[config.mk]
export PLATFORM = sky130hd
export DESIGN_NAME = nts_dispatch_scheduler
export DESIGN_NICKNAME = d
export VERILOG_FILES = /design/src/rtl/nts_dispatch_scheduler.sv
export SDC_FILE = /design/constraint.sdc
export NUM_CORES = 1
export LEC_CHECK = 0
export BUFFER_PORTS_ARGS = -buffer_cell sky130_fd_sc_hd__buf_2
export CAP_MARGIN = 20
export CORE_MARGIN = 10
export CORE_UTILIZATION = 44
export CTS_BUF_LIST = sky130_fd_sc_hd__clkbuf_8
export CTS_CLUSTER_DIAMETER = 200
export CTS_CLUSTER_SIZE = 12
export DETAILED_ROUTE_END_ITERATION = 16
export PLACE_DENSITY = 0.87
export SLEW_MARGIN = 5
export SYNTH_ARGS = -nofsm -noshare
export SYNTH_HDL_FRONTEND = slang
export SYNTH_SLANG_ARGS = --single-unit
[constraint.sdc]
create_clock -name i_clk -period 2.15 [get_ports i_clk]
set_input_delay 0.645 -clock i_clk [delete_from_list [all_inputs] [get_ports i_clk]]
set_output_delay 0.645 -clock i_clk [all_outputs]
set_load 0.02 [all_outputs]
[src/rtl/nts_dispatch_scheduler.sv]
// Purpose  : shares one packet dispatcher between ENGINES engines. Each packet
//            goes round-robin to the first free engine; if none frees up
//            within TIMEOUT cycles the packet is discarded.
// Latency  : a granted engine sees packet_available two cycles after the IDLE
//            cycle that sees the packet; read/discard strobes pass through
//            combinationally while granted.
// Backpress: the dispatcher is held while every engine is busy. Only the granted
//            engine drives the dispatcher FIFO. A one-cycle HOLDOFF after each
//            packet lets the dispatcher refresh its packet-available flag.
//
// Ports
//   i_clk, i_areset_n                 clock, async active-low reset
//   i_dispatch_packet_available       dispatcher holds a complete packet
//   i_dispatch_fifo_empty             dispatcher FIFO empty
//   i_dispatch_data_valid[7:0]        byte-valid mask of the last word
//   i_dispatch_fifo_rd_data[63:0]     dispatcher FIFO read data
//   o_dispatch_fifo_rd_en             read strobe to the dispatcher
//   o_dispatch_packet_read_discard    one-cycle packet release pulse
//   i_engine_busy[E]                  per-engine busy flag
//   o_engine_packet_available[E]      per-engine packet-available flag
//   o_engine_fifo_empty[E]            per-engine FIFO-empty flag
//   i_engine_fifo_rd_en[E]            per-engine FIFO read strobe
//   i_engine_packet_read_discard[E]   per-engine packet-done pulse
//   o_engine_data_valid[7:0]          broadcast of i_dispatch_data_valid
//   o_engine_fifo_rd_data[63:0]       broadcast of i_dispatch_fifo_rd_data
//   o_busy                            scheduler not IDLE
//   o_dispatched_count[31:0]          packets granted to engines
//   o_dropped_count[31:0]             packets discarded on timeout
module nts_dispatch_scheduler #(
  parameter int ENGINES = 4,
  parameter int TIMEOUT = 1000
) (
  input  logic               i_clk,
  input  logic               i_areset_n,
  input  logic               i_dispatch_packet_available,
  input  logic               i_dispatch_fifo_empty,
  input  logic [7:0]         i_dispatch_data_valid,
  input  logic [63:0]        i_dispatch_fifo_rd_data,
  output logic               o_dispatch_fifo_rd_en,
  output logic               o_dispatch_packet_read_discard,
  input  logic [ENGINES-1:0] i_engine_busy,
  output logic [ENGINES-1:0] o_engine_packet_available,
  output logic [ENGINES-1:0] o_engine_fifo_empty,
  input  logic [ENGINES-1:0] i_engine_fifo_rd_en,
  input  logic [ENGINES-1:0] i_engine_packet_read_discard,
  output logic [7:0]         o_engine_data_valid,
  output logic [63:0]        o_engine_fifo_rd_data,
  output logic               o_busy,
  output logic [31:0]        o_dispatched_count,
  output logic [31:0]        o_dropped_count
);

  localparam int PTR_W = $clog2(ENGINES);
  localparam int SUM_W = PTR_W + 1;
  localparam logic [SUM_W-1:0]   ENG_N    = SUM_W'(ENGINES);
  localparam logic [PTR_W-1:0]   LAST_ENG = PTR_W'(ENGINES - 1);
  localparam logic [15:0]        TO_LAST  = 16'(TIMEOUT - 1);
  localparam logic [ENGINES-1:0] ONE_HOT0 = ENGINES'(1);

  typedef enum logic [2:0] {
    ST_IDLE,
    ST_SELECT,
    ST_GRANT,
    ST_DISCARD,
    ST_HOLDOFF
  } state_t;

  state_t             state;
  logic [PTR_W-1:0]   rr_ptr;
  logic [15:0]        wait_cnt;
  // Latched grant, kept one-hot: it is directly the packet_available vector and
  // gates the pass-through strobes. All-zero outside GRANT.
  logic [ENGINES-1:0] gnt_oh;
  logic               drop_pulse;
  logic               busy_q;
  logic [31:0]        disp_cnt;
  logic [31:0]        drop_cnt;

  // Round-robin search: first non-busy engine at or after rr_ptr, wrapping.
  logic               found;
  logic [PTR_W-1:0]   pick;
  logic [SUM_W-1:0]   rr_sum;

  always_comb begin
    found  = 1'b0;
    pick   = '0;
    rr_sum = '0;
    for (int i = 0; i < ENGINES; i++) begin
      rr_sum = {1'b0, rr_ptr} + SUM_W'(i);
      if (rr_sum >= ENG_N) begin
        rr_sum = rr_sum - ENG_N;
      end
      if (!found && !i_engine_busy[rr_sum[PTR_W-1:0]]) begin
        found = 1'b1;
        pick  = rr_sum[PTR_W-1:0];
      end
    end
  end

  logic [PTR_W-1:0] rr_next;
  assign rr_next = (pick == LAST_ENG) ? '0 : pick + PTR_W'(1);

  // Granted engine's done pulse; busy of the granted engine is not looked at.
  logic gnt_done;
  assign gnt_done = |(gnt_oh & i_engine_packet_read_discard);

  always_ff @(posedge i_clk or negedge i_areset_n) begin
    if (!i_areset_n) begin
      state      <= ST_IDLE;
      rr_ptr     <= '0;
      wait_cnt   <= '0;
      gnt_oh     <= '0;
      drop_pulse <= 1'b0;
      busy_q     <= 1'b0;
      disp_cnt   <= '0;
      drop_cnt   <= '0;
    end else begin
      case (state)
        ST_IDLE: begin
          if (i_dispatch_packet_available && !i_dispatch_fifo_empty) begin
            state    <= ST_SELECT;
            wait_cnt <= '0;
            busy_q   <= 1'b1;
          end
        end
        ST_SELECT: begin
          if (found) begin
            gnt_oh   <= ONE_HOT0 << pick;
            rr_ptr   <= rr_next;
            disp_cnt <= disp_cnt + 32'd1;
            state    <= ST_GRANT;
          end else begin
            wait_cnt <= wait_cnt + 16'd1;
            // Compared before the increment: SELECT lasts TIMEOUT cycles.
            if (wait_cnt == TO_LAST) begin
              drop_pulse <= 1'b1;
              state      <= ST_DISCARD;
            end
          end
        end
        ST_GRANT: begin
          // Engine done and packet gone in the same cycle is one exit.
          if (gnt_done || !i_dispatch_packet_available) begin
            gnt_oh <= '0;
            state  <= ST_HOLDOFF;
          end
        end
        ST_DISCARD: begin
          drop_pulse <= 1'b0;
          drop_cnt   <= drop_cnt + 32'd1;
          state      <= ST_HOLDOFF;
        end
        ST_HOLDOFF: begin
          busy_q <= 1'b0;
          state  <= ST_IDLE;
        end
        default: begin
          gnt_oh     <= '0;
          drop_pulse <= 1'b0;
          busy_q     <= 1'b0;
          state      <= ST_IDLE;
        end
      endcase
    end
  end

  // Non-granted engines always see no packet and an empty FIFO.
  assign o_engine_packet_available      = gnt_oh;
  assign o_engine_fifo_empty            = ~gnt_oh | {ENGINES{i_dispatch_fifo_empty}};
  assign o_dispatch_fifo_rd_en          = |(gnt_oh & i_engine_fifo_rd_en);
  assign o_dispatch_packet_read_discard = drop_pulse | gnt_done;

  assign o_engine_data_valid   = i_dispatch_data_valid;
  assign o_engine_fifo_rd_data = i_dispatch_fifo_rd_data;

  assign o_busy             = busy_q;
  assign o_dispatched_count = disp_cnt;
  assign o_dropped_count    = drop_cnt;

endmodule
# Yosys cells after proc, flatten, opt, wreduce, memory -nomap -nowiden
# Cells that the tools add are included.
# word_totals
register_bits	91
inputBits	88
out_inout_bits	147
wordCells	110
# op_classes
n_addsub	11
order_cmp	8
eq_ne	12
shifts	1
n_mux	37
n_bitwise	8
n_reduce_logical	25
# ops
cell	n
32-bit by 1-bit adder with 32-bit output (second input constant)	2
16-bit 2-to-1 mux	2
16-bit case mux with 2 select lines	1
2-bit 2-to-1 mux	9
16-bit by 1-bit adder with 16-bit output (second input constant)	1
16-bit by 10-bit == test with 1-bit output (second input constant)	1
2-bit by 3-bit < comparator with 1-bit output (second input constant)	4
3-bit 2-to-1 mux	4
3-bit case mux with 4 select lines	1
4-bit case mux with 3 select lines	1
3-bit AND reduction	4
1-bit 2-to-1 mux	11
2-bit inequality test (second input constant)	5
3-bit >= comparator (second input constant)	3
3-bit OR reduction	3
4-bit bitwise AND	2
1-bit binary-select mux with 2-bit select	4
4-bit 2-to-1 mux	2
4-bit OR reduction	2
2-bit by 1-bit subtractor with 2-bit output (second input constant)	4
1-bit logical NOT	7
2-bit by 2-bit adder with 3-bit output (second input constant)	2
3-bit by 2-bit == test with 1-bit output (second input constant)	2
1-bit logical AND	4
other kinds (17)	21

# Depth between registers and ports, before layout
# Gate-level depths: netlist of run 1.
# depth
word_depth	17
ltp_mapped	7
depth_no_buf	6

# Worst setup path after synthesis of run 1
# OpenSTA, ideal clock, no wires.
# synth_timing
kind	input port to flip-flop
start	in i_engine_busy[3]
end	reg disp_cnt[28], in the netlist o_dispatched_count[28]
arrival_ps	2109
required_ps	2070
slack_ps	-39
path_stages	6
n_path_buf	2
cell_sequence	and4_1 -> buf_2 -> or4_1 -> buf_2 -> nor4_1 -> xor2_1
# synth_between
elab_chain_cells	12
word_cells_on_any_way	21
cone_classes	mux (12); reduce/logical (9)
# synth_rtl
item	line_no	source
from (decl)	41	input logic [ENGINES-1:0] i_engine_busy,
1-bit binary-select mux with 2-bit select	93	if (!found && !i_engine_busy[rr_sum[PTR_W-1:0]]) begin
1-bit 2-to-1 mux (implied by the code)	93	
1-bit logical NOT	93	
1-bit logical AND	93	
1-bit 2-to-1 mux	93	
1-bit logical NOT	93	
1-bit logical AND	93	
1-bit 2-to-1 mux	93	
1-bit logical NOT	93	
1-bit logical AND	93	
1-bit 2-to-1 mux *	93	
2-bit AND reduction (no source line) *	--	
to (signal assigned)	130	disp_cnt <= disp_cnt + 32'd1;
to (decl)	76	logic [31:0] disp_cnt;
# Every way passes the cells marked *; elsewhere a longest branch is shown, timed or not. The select of a mux whose other input is x is not followed.
# A chain may end at the register's enable or synchronous reset.

# Worst setup path after layout of run 1
# layout_timing
start	reg gnt_oh[0], in the netlist o_engine_packet_available[0]
end	out o_dispatch_packet_read_discard
# layout_between
elab_chain_cells	3
# layout_rtl
item	line_no	source
from (decl)	73	logic [ENGINES-1:0] gnt_oh;
from (signal assigned)	128	gnt_oh <= ONE_HOT0 << pick;
4-bit bitwise AND	105	assign gnt_done = |(gnt_oh & i_engine_packet_read_discard);
4-bit OR reduction	105	
1-bit bitwise OR	171	assign o_dispatch_packet_read_discard = drop_pulse | gnt_done;
to (decl)	40	output logic o_dispatch_packet_read_discard,
# Every way passes these cells.

==> impl_metrics.yaml, run 1 <==
global_route:
  track_usage_pct: 14.3
  gr-total-overflow: 0
  grt_pass1_wl_um: 19700
  antenna_found_initial: 0
  grt_max_degree: 45
  grt_pass1_vias: 3906
synthesis:
  avgSynthCellArea_um2: 9.97
  synth_flop_cell: "dfrtp_1"
  yosysUniqueCellTypes: 52
  async_reset_ff_share_pct: 100
  yosysMostFrequentCell: "dfrtp_1"
  yosysTopAreaCellShare_pct: 44.9
  synth_edf_count: 0
  synth_top_area_cell: "dfrtp_1"
  synth_commonest_cells: "dfrtp_1 (91), buf_4 (73), nand3_1 (35), xnor2_1 (34), nand2_1 (33)"
  synth-seq-cells: 91
  postSynthCellCount: 509
  ys_top_cells_by_area: "dfrtp_1 (45%), buf_4 (11%), xnor2_1 (5.9%), xor2_1 (4.8%), nand3_1 (3.5%)"
  yosys_warnings: 0
  synth.cell_area_um2: 5080
  ys_seq_area_share_pct: 44.9
  syn_nets: 604
setup_path:
  critPathSlowestCell: "dfrtp_1"
  crit_chain: "a22oi_2 > nand3b_1 > buf_2"
  crit_type: "reg2out"
  r2r_slack_ns: 0.20
  crit_buf_inv: 1
  worstPathArrival_ns: 1.36
  worstPathRequired_ns: 1.50
  cpLargestDelayFamily: "flip-flops"
  cp_max_fo: 5
  critical_path.max_stage_delay_ns: 0.45
  start_kind: "flip-flop"
  endpoint_kind: "output port"
timing:
  rsz0062_at_grt: "false"
  slew_viol_final: 0
  worst_slack_ns: 0.149
  worstMarginPinSlew_ns: 0.561
  fmax_ghz: 0.500
  setup_viol: 0
  period_share_pct: 93.1
  clock_skew_ns: 0.0122
  hold_viol: 0
  slew_headroom_pct: 62.6
  fin_crit_ns: 2.00
power:
  p_sw_mw: 1.50
  leakage_nw: 2.40
  clkPwrFrac_pct: 25.8
  pwr-share-seq_pct: 47.4
  p_comb_share_pct: 26.8
  p_int_mw: 2.89
  swShare_pct: 34.1
  p_per_area_nw_per_um2: 802
  peakVddDrop_mv: 0.397
job:
  drv_cap: 0
clocking:
  htree_levels: 3
  cts_setup_buffers: 0
  cts_tree: "yes"
  clkSlewWorstSetupHoldPaths_ns: 0.09
  cts.sinks: 91
  cts-hold-fix-buffers: 0
  clockBufferDepth: 2
  worstSkewPairLatency_ns: 0.36
  cts_made_buffers: 9
  cts-root-buf: "clkbuf_8"
die:
  core_area_um2: 11400
  row_count: 39
  dieWidth_um: 127
  start_util_pct: 44.6
  die_y_um: 127
  die_area_um2: 16200
  pin_count: 235
layout:
  n_fill_cell: 1050
  antennaDiodeCount: 0
  postLayoutCellArea_um2: 5480
  syn_to_final_growth_pct: 7.94
  layout-drive-gt1-share_pct: 26.0
  fin_nets: 641
outcome:
  status: "completed"
routing:
  remaining_drc_errors: 0
  drt-total-wl_um: 11800
  vias_per_cell: 5.63
  first_pass_iters: 5
  first_iter_violations: 489
  avgRoutedWirePerCell_um: 17.0
  ant_nets: 0
  vias: 3907
place:
  placed_cell_area_um2: 5280
  gp_congestion: 0.926
  preCtsSetupSlack_ns: -0.138
  numPortBuffers: 90
  dp_hpwl_um: 8970
min_path:
  hp-class: "in2async"
## registers in the layout, indices dropped and copies added, names as in the netlist
register and count:
wait_cnt 16, o_busy 1, rr_ptr 2, o_dropped_count 32
o_engine_packet_available 4, drop_pulse 1, state 3, o_dispatched_count 32
## logic make-up (layout without fill, tap and decap cells)
group	after synthesis	in the layout	synth area share, %
AND/OR/NAND/NOR	180	180	20.2
multiplexers	4	4	0.863
XOR/XNOR	62	62	10.7
AO/OA/AOI/OAI	62	62	8.31
adder cells (fa/ha/maj)	7	7	1.73
buffers and inverters	103	145	13.4
flip-flops	91	91	44.9
## metal layers
metal / GRT usage [%] / wire length, um / up-vias
met5: 0 / 0 / -
met4: 5.22 / 193 / 0
met3: 5.17 / 1100 / 28
met2: 23.1 / 5660 / 175
met1: 17.2 / 4870 / 1897
li1: - / - / 1807
## through the flow
| stage | setup TNS (ns) | util, % | std cells | hold slack, ns | power [mW] |
|---|---|---|---|---|---|
| 3_5_place_dp | -1.73 | 46.5 | 678 | 0.458 | 3.28 |
| 5_1_grt | 0 | 48.2 | 694 | 0.234 | 4.62 |
| 4_1_cts | 0 | 48.1 | 694 | 0.216 | 4.41 |
| 2_1_floorplan | -0.0831 | - | 509 | 0.349 | 3.00 |
| 6_report | 0 | 48.2 | 694 | 0.211 | 4.39 |
| 3_3_place_gp | -0.711 | 46.5 | 678 | 0.455 | 3.23 |
## worst paths after layout
check | end | depth (start not counted) | startpoint
worst max register to register | o_dispatched_count[28] | 5 | o_dispatched_count[0]
worst max-delay path | o_dispatch_packet_read_discard | 3 | o_engine_packet_available[0]
min in group i_clk | o_dropped_count[31] | 1 | o_dropped_count[31]
worst min register to register | o_dropped_count[31] | 1 | o_dropped_count[31]
max in group asynchronous | o_dispatched_count[1] | 2 | i_areset_n
worst min-delay path | o_dispatched_count[9] | 1 | i_areset_n
## power by group through the flow
stage	registers [mW]	logic (mW)	clock network, mW
after floorplan	2.20	0.796	0
after detailed placement	2.10	1.18	0
after global placement	2.09	1.14	0
after global routing	2.11	1.29	1.22
after CTS	2.08	1.18	1.16
final	2.08	1.18	1.13
## what timing repair did
item / in CTS / in global routing
gates resized for setup: 0 / 2
endpoints found under the hold margin: 0 / 0
setup endpoints to repair: 0 / 1
## cell usage in the layout, fill, tap and decap left out, drive strengths merged, types with 3 or more instances in the layout
| master | netlist | routed |
|---|---|---|
| inv | 14 | 18 |
| and4 | 11 | 11 |
| and3 | 11 | 11 |
| o21ai | 15 | 15 |
| a22oi | 4 | 4 |
| o41ai | 5 | 5 |
| or4 | 5 | 5 |
| a41oi | 4 | 4 |
| xor2 | 28 | 28 |
| nor2 | 17 | 17 |
| nor3 | 19 | 19 |
| nor4 | 10 | 10 |
| nand4 | 16 | 16 |
| ha | 7 | 7 |
| nand3 | 35 | 35 |
| a31oi | 9 | 9 |
| clkbuf | 10 | 10 |
| and2 | 5 | 5 |
| buf | 79 | 115 |
| o211ai | 3 | 3 |
| nand2 | 33 | 33 |
| a22o | 4 | 4 |
| dfrtp | 91 | 91 |
| mux2 | 3 | 3 |
| or2 | 4 | 4 |
| xnor2 | 34 | 34 |
| a21oi | 6 | 6 |
## cell type report
class | instances | area, um^2 | area share [%]
sequential | 91 | 2280 | 41.6
multi-input combinational | 315 | 2130 | 38.9
timing repair buffer | 115 | 653 | 11.9
tap | 143 | 179 | 3.27
clock buffer | 10 | 138 | 2.51
inverter | 14 | 52.6 | 0.959
clock inverter | 6 | 50.0 | 0.913
Note: power is estimated with default switching activity, not from simulation.
==> run 2: changes to the inputs <==
Settings changed: CORE_MARGIN 10 to 3, CORE_UTILIZATION 44 to 43, CTS_BUF_LIST sky130_fd_sc_hd__clkbuf_8 to unset, PLACE_DENSITY 0.87 to 0.85.
==> run 2 against run 1 <==
  * Combinational power is essentially flat
  * Worst hold slack gained 0.0080 ns
  * Final area grew 2.8%
  * Count of clock-buffer cells in the layout is the same
  * Clock skew shrank 0.0025 ns
  * Critical endpoint is now o_dispatched_count[30]
  * Largest cell class unchanged
  * Highest routed layer unchanged
==> impl_metrics.yaml, run 2 (synthesis gave the netlist of run 1 again) <==
timing:
  period_share_pct: 95.9
  rsz0062_at_grt: "false"
  setup_viol: 0
  fin_crit_ns: 2.06
  slew_viol_final: 0
  clock_skew_ns: 0.00967
  timing.setup.tns_ns: 0
  hold_viol: 0
  worstMarginPinSlew_ns: 0.557
  slew_headroom_pct: 62.9
  fmax_ghz: 0.485
power:
  swShare_pct: 31.0
  p_per_area_nw_per_um2: 892
  pwr-share-seq_pct: 41.4
  p_int_mw: 3.47
  p_comb_share_pct: 23.4
  leakage_nw: 2.45
  p_sw_mw: 1.56
  total_power_mw: 5.02
  clkPwrFrac_pct: 35.2
  peakVddDrop_mv: 0.531
die:
  start_util_pct: 44.3
  pin_count: 235
  die_area_um2: 13100
  core_area_um2: 11500
  dieWidth_um: 115
  row_count: 39
  die_y_um: 115
routing:
  remaining_drc_errors: 0
  first_iter_violations: 273
  ant_nets: 0
  first_pass_iters: 4
  avgRoutedWirePerCell_um: 16.3
  drt-total-wl_um: 11300
  vias: 3944
  vias_per_cell: 5.69
global_route:
  track_usage_pct: 17.3
  antenna_found_initial: 0
  grt_max_degree: 46
  gr-total-overflow: 0
  grt_pass1_wl_um: 18400
  grt_pass1_vias: 3869
setup_path:
  endpoint_kind: "flip-flop"
  cp_max_fo: 8
  reg2reg_from: "o_dispatched_count[3]"
  crit_type: "reg2reg"
  r2r_end: "o_dispatched_count[30]"
  rr_worst_depth: 4
  start_kind: "flip-flop"
  r2r_slack_ns: 0.09
  worstPathArrival_ns: 2.32
  worstPathRequired_ns: 2.40
layout:
  syn_to_final_growth_pct: 10.9
  layout-drive-gt1-share_pct: 26.5
  final_util_pct: 49.1
  final_cell_mix: "dfrtp_1 (91), buf_2 (89), nand3_1 (35), xnor2_1 (34), nand2_1 (33)"
  antennaDiodeCount: 0
  fin_nets: 641
  final_common_cell: "dfrtp_1"
  n_fill_cell: 1046
min_path:
  hp-class: "in2async"
clocking:
  worstSkewPairLatency_ns: 0.34
  cts_tree: "yes"
  cts-root-buf: "clkbuf_16"
  cts_made_buffers: 9
  clkSlewWorstSetupHoldPaths_ns: 0.06
  htree_levels: 3
  clockBufferDepth: 2
  cts.sinks: 91
place:
  dp_hpwl_um: 8370
  gp_congestion: 0.883
  numPortBuffers: 90
job:
  drv_cap: 0
outcome:
  status: "completed"
-- run 2: changes by cell type in the layout (fill, tap and decap cells not counted), moves of 3 or more --
| cell | previous run | this run |
|---|---|---|
| clkbuf_16 | 0 | 9 |
| clkbuf_8 | 10 | 0 |
| inv_1 | 18 | 14 |
| nor4_1 | 7 | 4 |
| nor4_2 | 2 | 5 |
-- run 2: repair_timing --
action                     CTS  global route
hold buffers                 0             0
gates resized for setup      0             3
setup endpoints to repair    0             2
buffers inserted             0             0
-- run 2: power by group through the flow --
| stage | clock network, mW | logic [mW] | registers (mW) |
|---|---|---|---|
| 2_1_floorplan | 0 | 0.796 | 2.20 |
| 3_3_place_gp | 0 | 1.14 | 2.09 |
| 3_5_place_dp | 0 | 1.18 | 2.11 |
| 4_1_cts | 1.80 | 1.19 | 2.08 |
| 5_1_grt | 1.87 | 1.29 | 2.10 |
| 6_report | 1.77 | 1.17 | 2.08 |
-- run 2: critical path, stage by stage (launching register included) --
cell and delay, ns:
dfrtp_1 0.44, nand4_1 0.20, or4_1 0.73, nor4_2 0.41, xor2_1 0.20
-- run 2: through the flow --
stage | setup WS [ns] | cells | hold slack (ns) | instance area [um^2]
2_1_floorplan | -0.0385 | 509 | 0.349 | 5080
3_3_place_gp | -0.0965 | 678 | 0.459 | 5280
3_5_place_dp | -0.237 | 678 | 0.470 | 5280
4_1_cts | 0.0515 | 693 | 0.227 | 5610
5_1_grt | 0.0204 | 693 | 0.246 | 5630
6_report | 0.0887 | 693 | 0.219 | 5630
-- run 2: layout make-up --
cell class / instances / area (um^2) / share of cell area (%)
clock inverters: 5 / 103 / 1.82
repair buffers: 115 / 653 / 11.6
well taps: 143 / 179 / 3.18
flip-flops and latches: 91 / 2280 / 40.4
inverters: 14 / 52.6 / 0.933
multi-input cells: 315 / 2140 / 38.0
clock buffers: 10 / 229 / 4.07
-- run 2: how the worst max path moves through the flow --
| stage | startpoint | to | slack [ns] | cells after the start |
|---|---|---|---|---|
| 6_report | o_dispatched_count[3] | o_dispatched_count[30] | 0.09 | 4 |
| 5_1_grt | o_dispatched_count[3] | o_dispatched_count[18] | 0.02 | 5 |
| 4_1_cts | o_dispatched_count[3] | o_dispatched_count[30] | 0.05 | 4 |
| 3_5_place_dp | i_engine_busy[3] | o_dispatched_count[28] | -0.24 | 5 |
| 3_3_place_gp | i_engine_busy[3] | o_dispatched_count[30] | -0.1 | 5 |
| 2_1_floorplan | i_engine_busy[3] | o_dispatched_count[28] | -0.04 | 6 |
-- run 2: per-layer routing --
metal	global-route usage (%)	part of all wire (%)
met5	0	0
met3	4.70	7.1
met2	27.7	49
met1	21.8	41
met4	7.68	2.4
